===== config.mk =====
export PLATFORM = sky130hd
export DESIGN_NAME = fetch_sequencer
export DESIGN_NICKNAME = d
export VERILOG_FILES = /design/src/rtl/fetch_sequencer.sv
export SDC_FILE = /design/constraint.sdc
export NUM_CORES = 1
export LEC_CHECK = 0
export CAP_MARGIN = 30
export CORE_ASPECT_RATIO = 0.8
export CORE_MARGIN = 5
export CORE_UTILIZATION = 40
export DETAILED_ROUTE_END_ITERATION = 12
export PLACE_DENSITY = 0.72
export RECOVER_POWER = 25
export SLEW_MARGIN = 20
export SYNTH_ARGS = -nofsm -noshare
export SYNTH_HDL_FRONTEND = slang
export SYNTH_SLANG_ARGS = --single-unit

===== constraint.sdc =====
create_clock -name clock -period 3.6 [get_ports clock]
set_input_delay 0.54 -clock clock [delete_from_list [all_inputs] [get_ports clock]]
set_output_delay 0.54 -clock clock [all_outputs]
set_load 0.005 [all_outputs]

===== src/rtl/fetch_sequencer.sv =====
// fetch_sequencer: fetches 32-bit instructions as four little-endian byte reads and hands them to decode.
//   clock, reset        rising-edge clock, asynchronous active-high reset
//   mem_req/mem_addr    byte read request and its address (pc + byte index)
//   mem_rdata/mem_ack   read data and same-cycle acknowledge (low = wait state)
//   inst_valid/ready    handshake for the assembled word towards decode
//   inst_code/inst_pc   assembled word {b3,b2,b1,b0} and its address
//   redirect_valid/pc   load a new word-aligned PC and drop the fetch in flight
module fetch_sequencer #(
    parameter logic [31:0] RESET_PC = 32'h0000_0000
) (
    input  logic        clock,
    input  logic        reset,
    output logic        mem_req,
    output logic [31:0] mem_addr,
    input  logic [7:0]  mem_rdata,
    input  logic        mem_ack,
    output logic        inst_valid,
    input  logic        inst_ready,
    output logic [31:0] inst_code,
    output logic [31:0] inst_pc,
    input  logic        redirect_valid,
    input  logic [31:0] redirect_pc
);
    typedef enum logic [1:0] {IDLE, FETCH, HOLD} state_t;
    state_t      state_q, state_d;
    logic [31:0] pc_q, pc_d, code_q, code_d, ipc_q, ipc_d;
    logic [1:0]  k_q, k_d;
    logic [23:0] lane_q, lane_d;
    assign mem_req    = state_q == FETCH;
    assign inst_valid = state_q == HOLD;
    assign mem_addr   = pc_q + {30'd0, k_q};
    assign inst_code  = code_q;
    assign inst_pc    = ipc_q;
    always_comb begin
        state_d = state_q;
        pc_d    = pc_q;
        k_d     = k_q;
        lane_d  = lane_q;
        code_d  = code_q;
        ipc_d   = ipc_q;
        case (state_q)
            IDLE: state_d = FETCH;
            FETCH: if (mem_ack) begin
                lane_d = {k_q == 2'd2 ? mem_rdata : lane_q[23:16],
                          k_q == 2'd1 ? mem_rdata : lane_q[15:8],
                          k_q == 2'd0 ? mem_rdata : lane_q[7:0]};
                // k wraps 3 -> 0 naturally as the word completes
                k_d = k_q + 2'd1;
                if (k_q == 2'd3) begin
                    code_d  = {mem_rdata, lane_q};
                    ipc_d   = pc_q;
                    state_d = HOLD;
                end
            end
            HOLD: if (inst_ready) begin
                pc_d    = pc_q + 32'd4;
                state_d = FETCH;
            end
            default: state_d = IDLE;
        endcase
        // redirect overrides everything above, including a completing byte or an accepted word
        if (redirect_valid && state_q != IDLE) begin
            pc_d    = redirect_pc & ~32'd3;
            k_d     = 2'd0;
            state_d = FETCH;
            code_d  = code_q;
            ipc_d   = ipc_q;
        end
    end
    always_ff @(posedge clock or posedge reset) begin
        if (reset) begin
            state_q <= IDLE;
            pc_q    <= RESET_PC;
            k_q     <= 2'd0;
            lane_q  <= 24'd0;
            code_q  <= 32'd0;
            ipc_q   <= RESET_PC;
        end else begin
            state_q <= state_d;
            pc_q    <= pc_d;
            k_q     <= k_d;
            lane_q  <= lane_d;
            code_q  <= code_d;
            ipc_q   <= ipc_d;
        end
    end
endmodule


==> results.ini, run 1 <==
[run]
max_cap_viol_count = 1

[sta]
rsz0062_at_grt = no
setup_viol = 0
worst_pin_slew_ns = 1.589
hold_viol = 0
skew_ns = 0.007592
fin_ws_ns = 1.062
finalSetupTns_ns = 0
whs_ns = 0.4921
relSlewSlack_pct = -5.938
fin_crit_sh_pct = 70.49
period_needed_ns = 2.538
slew_violations = 121
max_freq_ghz = 0.3941

[clock_tree]
cts_resized = 0
post_cts_buffers = 0
cts_buffers = 17
cts_max_path_buffers = 2
cts_tree = yes
cts_root_buf = clkbuf_16
clk_latency_ns = 0.41
cts.sinks = 120
cts.hold.buffers_added = 0
htree_levels = 4
path_clk_slew_ns = 0.06

[global_route]
grt_overflow = 0
track_usage_pct = 17.37
grt_max_degree = 121
grt_pass1_wl_mm = 22.13
grt_pass1_vias = 4211
antenna_found_initial = 1

[status]
failed_checks = max-capacitance violations, max-slew violations
status = complete, but fails checks

[placement]
place_ws_ns = 0.7318
hpwlAfterDp_mm = 9.214
place_congestion = 0.7598
numPortBuffers = 138

[floorplanning]
die_y_um = 114.2
floorplan.initialDensity_pct = 40.35
die_w_um = 140.3
num_rows = 38
pin_count = 143
die_area_um2 = 16020
fp.coreArea_um2 = 13460

[route]
wl_per_cell_um = 17.57
initialDrtViolationCount = 258
drc_errors = 0
via_per_inst = 5.259
wl_met3_mm = 1.167
top_layer_used = met5
wirelength_met1_mm = 5.784
vias = 3997
wl_met2_mm = 6.213
antenna_left = 0
dr.pass1.iters = 4
wirelength_mm = 13.35

[setup_path]
cp_data_required_time_ns = 3.93
worst_ep_arrival_time_ns = 2.87
endpoint_kind = flip-flop
start_kind = primary input
crit_top_cell = or4_1
path_depth = 5
reg2reg_depth = 4
cp_top_family = simple AND/OR/NAND/NOR gates
path_buf_inv = 1
slowest_stage = or4_1
criticalPathCategory = primary input to flip-flop
path_max_fanout = 16
cp_cell_sequence = dlygate4sd3_1, nand4b_4, or4_1, or4_1, a31oi_1
max_stage_delay_ns = 0.74

[power]
sequentialPowerShare_pct = 41.2
pwr-share-comb_pct = 20.3
peakVddDrop_v = 0.0004270
p_int_mw = 3.398
total_power_mw = 4.521
p_leak_nw = 3.109
p_switching_mw = 1.123
p_clk_share_pct = 38.5
swShare_pct = 24.83
power_density_nw_per_um2 = 609.4

[yosys]
synth_compound_area_share_pct = 6.591
ys_seq_area_share_pct = 55.31
ys_seq_elements = 120
synth_xor_area_share_pct = 1.452
avgSynthCellArea_um2 = 11.91
yosys_warnings = 0
synthMuxAreaShare_pct = 17.84
syn-instance-count = 456
synth_fa_ha_area_share_pct = 1.152
yosys.area_share.simple_pct = 12.10
synth_cell_types = 40
syn_area_um2 = 5429
synth_top_family_by_area = multiplexers

[finish]
area_delta_synth_final_pct = 36.64
drive_gt1_share_pct = 22.97
final_nets = 616

[hold_path]
holdPathStages = 1
hp-class = flip-flop to flip-flop

layout make-up:
cell class	count	area (µm²)
timing repair buffer	142	1411
antenna	1	2.502
tap	180	225.2
clock inverter	11	146.4
clock buffer	21	460.4
sequential	120	3003
multi-input combinational	278	2140
fill	1102	6037
inverter	7	30.03
cell usage in the layout (no fill, tap or decap), types with 5 or more instances in the layout:
master           Yosys  layout
dfrtp_1            120     120
o21ai_0             15      15
nor2_1              27      26
clkbuf_16            0      17
inv_1                7       6
xnor2_1              6       6
ha_1                 5       5
clkdlybuf4s50_1      0     136
clkinvlp_4           0       6
or4_1               16      16
nand4_1              8       8
or3_1                6       6
a31oi_1             21      21
nand2_1             28      28
mux2_2              86      86
nand3_1             12      12
o31ai_1             14      14
cells in the mapped netlist, drive strengths merged:
cell type | count | area (µm²)
mux2 | 86 | 968.4
nand2 | 28 | 105.1
and4 | 3 | 30.03
or3 | 7 | 45.05
dlygate4sd1 | 2 | 17.52
nand4 | 9 | 62.56
buf | 11 | 66.31
conb | 1 | 3.750
ha | 5 | 62.56
nand3 | 12 | 60.06
a31oi | 21 | 131.4
a21oi | 3 | 15.01
dfrtp | 120 | 3003
and3b | 1 | 8.760
or4 | 17 | 128.9
o21a | 1 | 7.510
nor2 | 27 | 101.4
xnor2 | 6 | 52.55
and2 | 1 | 6.260
o21ai | 16 | 83.83
nor4 | 3 | 18.77
and3 | 4 | 28.78
nor2b | 2 | 12.51
nor3 | 2 | 10.01
a21o | 2 | 15.01
o31ai | 14 | 105.1
nand3b | 2 | 15.01
inv | 7 | 26.28
nand4b | 1 | 23.77
clkbuf | 39 | 187.7
xor2 | 3 | 26.28
sequential cells by signal (all words and copies together), names as in the netlist:
name,count
inst_code,32
inst_pc,30
k_q,2
lane_q,24
pc_q,30
state_q,2
cell families after synthesis:
logic type / after synthesis
DFF: 120
muxes: 86
xor gates and xnor gates: 9
other: 1
buffers and inverters: 59
adders and majority gates: 5
and+or+nand+nor: 119
AOI/OAI and AO/OA: 57
routing by layer:
layer,vias to the layer above,GRT usage [%]
li1,1844,-
met1,2003,21.90
met2,129,27.07
met3,19,7.599
met4,2,5.617
met5,-,0
path summary, 6_finish.rpt:
kind / to / startpoint / slack (ns)
min in group asynchronous: inst_pc[31] / reset / 1.23
setup reg to reg: pc_q[29] / pc_q[10] / 1.24
hold reg to reg: inst_code[3] / lane_q[3] / 0.49
max in group asynchronous: inst_pc[6] / reset / 1.41
hold / removal: inst_code[3] / lane_q[3] / 0.49
setup / recovery: pc_q[29] / inst_ready / 1.06
per-stage QoR:
stage	std cells	util, %	area [µm²]
global placement	727	50.70	6822
detailed placement	727	50.70	6822
CTS	759	55.21	7428
floorplan	457	-	5436
finish	760	55.13	7418
global route	759	55.11	7416
power groups by stage:
stage | Sequential, mW | Clock, mW | Combinational [mW]
2_1_floorplan | 1.84 | 0 | 0.395
3_3_place_gp | 1.86 | 0 | 0.907
3_5_place_dp | 1.88 | 0 | 0.930
4_1_cts | 1.86 | 1.77 | 0.939
5_1_grt | 1.91 | 1.84 | 0.999
6_report | 1.86 | 1.74 | 0.918
Note: power is estimated with default switching activity, not from simulation.
==> inputs of run 2 (changes only) <==
--- a/config.mk
+++ b/config.mk
@@ -10,7 +10,7 @@
 export CORE_MARGIN = 5
 export CORE_UTILIZATION = 40
 export DETAILED_ROUTE_END_ITERATION = 12
-export PLACE_DENSITY = 0.72
+export PLACE_DENSITY = 0.7
 export RECOVER_POWER = 25
 export SLEW_MARGIN = 20
 export SYNTH_ARGS = -nofsm -noshare
==> constraint.sdc (replaced) <==
create_clock -name clock -period 2.6 [get_ports clock]
set_input_delay 0.39 -clock clock [delete_from_list [all_inputs] [get_ports clock]]
set_output_delay 0.39 -clock clock [all_outputs]
set_load 0.005 [all_outputs]
==> run 2 against run 1 <==
Compared with the run above:
- the run still ends with max-capacitance violations, max-slew violations left
- hold slack better by 0.0080 ns
- flip-flop and latch count stayed put
- sequential share of layout area is 0.10 points lower
- clock skew is 0.0025 ns higher
- combinational power is 37% higher
- via count is 0.20% lower
- critical path type is now flip-flop to flip-flop
- first-iteration DRC count is 23% higher
==> results.ini, run 2 (synthesized netlist as in run 1, its figures left out) <==
[power]
power_density_nw_per_um2 = 818.9
p_leak_nw = 3.134
peakVddDrop_v = 0.0005581

[setup_path]
path_max_fanout = 8
worst_ep_arrival_time_ns = 2.61
r2r_slack_ns = 0.32
cp_data_required_time_ns = 2.93
reg2reg_depth = 5
r2r-end = pc_q[22]
r2r_start = pc_q[3]
start_kind = flip-flop
endpoint_kind = flip-flop
criticalPathCategory = flip-flop to flip-flop

[route]
dr.pass1.iters = 4
via_per_inst = 5.214
antenna_left = 0
vias = 3989
wirelength_mm = 12.96
drc_errors = 0
wl_per_cell_um = 16.93
initialDrtViolationCount = 318

[sta]
relSlewSlack_pct = -3.846
slew_violations = 121
max_freq_ghz = 0.4378
period_needed_ns = 2.284
whs_ns = 0.5001
worst_pin_slew_ns = 1.558
fin_ws_ns = 0.3158
setup_viol = 0
fin_crit_sh_pct = 87.85
skew_ns = 0.01006
hold_viol = 0
rsz0062_at_grt = no

[clock_tree]
cts_max_path_buffers = 2
cts_resized = 0
cts_buffers = 17
htree_levels = 4
cts_tree = yes
path_clk_slew_ns = 0.06
cts.hold.buffers_added = 0
clk_latency_ns = 0.41
post_cts_buffers = 0
cts.sinks = 120
cts_root_buf = clkbuf_16

[floorplanning]
floorplan.initialDensity_pct = 40.35
die_area_um2 = 16020
fp.coreArea_um2 = 13460
pin_count = 143
die_w_um = 140.3
num_rows = 38
die_y_um = 114.2

[finish]
final_common_cell = clkdlybuf4s50_1
final_nets = 622
fin_util_pct = 55.27
n_antenna_cell = 0
final_cell_mix = clkdlybuf4s50_1 (137), dfrtp_1 (120), mux2_2 (86), nand2_1 (28), nor2_1 (26)
nFillCells = 1112
multi_input_area_um2 = 2140
final-seq-area_um2 = 3003
largest_register_ffs = 32
area_delta_synth_final_pct = 36.99
drive_gt1_share_pct = 24.10

[hold_path]
hp-class = flip-flop to flip-flop
holdPathStages = 1
min_to = inst_code[17]
hold_path_startpoint = lane_q[17]

[status]
status = complete, but fails checks
failed_checks = max-capacitance violations, max-slew violations

[placement]
hpwlAfterDp_mm = 9.119
numPortBuffers = 138
place_ws_ns = -0.0003226
place_congestion = 0.7709

[global_route]
track_usage_pct = 16.79
grt_max_degree = 121
grt_overflow = 0
grt_pass1_vias = 4090
antenna_found_initial = 0
grt_pass1_wl_mm = 21.56

[run]
max_cap_viol_count = 1

[run 2: power by group]
group,internal [mW],switching (mW),total [mW]
Combinational,0.862,0.403,1.26
Sequential,2.29,0.286,2.58
Clock,1.34,0.913,2.25
Total,4.49,1.60,6.09
[run 2: final cells by class]
type                            instances  area share, %
Clock inverter                         15          1.952
Timing Repair Buffer                  148          19.75
Clock buffer                           17          5.720
Multi-Input combinational cell        278          28.77
Sequential cell                       120          40.38
Inverter                                7         0.4038
Tap cell                              180          3.028
[run 2: metal layers]
metal | wire (µm) | part of all wire (%) | track usage (%)
met4 | 65 | 0.50 | 3.551
met1 | 5821 | 45 | 22.13
met3 | 1074 | 8.3 | 7.056
met2 | 5992 | 46 | 26.18
met5 | 0 | 0 | 0
[run 2: worst max-delay path, cell delays in order, from the launching register on]
cell and delay (ns):
dfrtp_1 0.52, ha_1 0.29, inv_1 0.12, or4_1 0.59, or4_1 0.52, a31oi_1 0.16
[run 2: per-stage QoR]
| stage | setup TNS (ns) | total power, mW | instance area (µm²) | instances |
|---|---|---|---|---|
| 2_1_floorplan | 0 | 3.095 | 5436 | 457 |
| 3_3_place_gp | 0 | 3.834 | 6879 | 733 |
| 3_5_place_dp | -0.0003226 | 3.890 | 6879 | 733 |
| 4_1_cts | 0 | 6.179 | 7450 | 765 |
| 5_1_grt | 0 | 6.423 | 7437 | 765 |
| 6_report | 0 | 6.090 | 7437 | 765 |
[run 2: worst max-delay path by stage]
| stage | cells after the start | slack, ns | start | to |
|---|---|---|---|---|
| floorplan | 5 | 0.61 | pc_q[2] | pc_q[22] |
| global placement | 6 | 0.08 | inst_ready | pc_q[27] |
| detailed placement | 6 | -0.0003 | inst_ready | pc_q[31] |
| CTS | 5 | 0.31 | pc_q[3] | pc_q[22] |
| global route | 5 | 0.15 | pc_q[3] | pc_q[22] |
| finish | 5 | 0.32 | pc_q[3] | pc_q[22] |
==> inputs of run 3 (changes only) <==
--- a/config.mk
+++ b/config.mk
@@ -9,6 +9,7 @@
 export CORE_ASPECT_RATIO = 0.8
 export CORE_MARGIN = 5
 export CORE_UTILIZATION = 40
+export CTS_CLUSTER_SIZE = 16
 export DETAILED_ROUTE_END_ITERATION = 12
 export PLACE_DENSITY = 0.7
 export RECOVER_POWER = 25
==> results of run 3 <==
Final layout, timing and power as in run 2 (identical DEF).
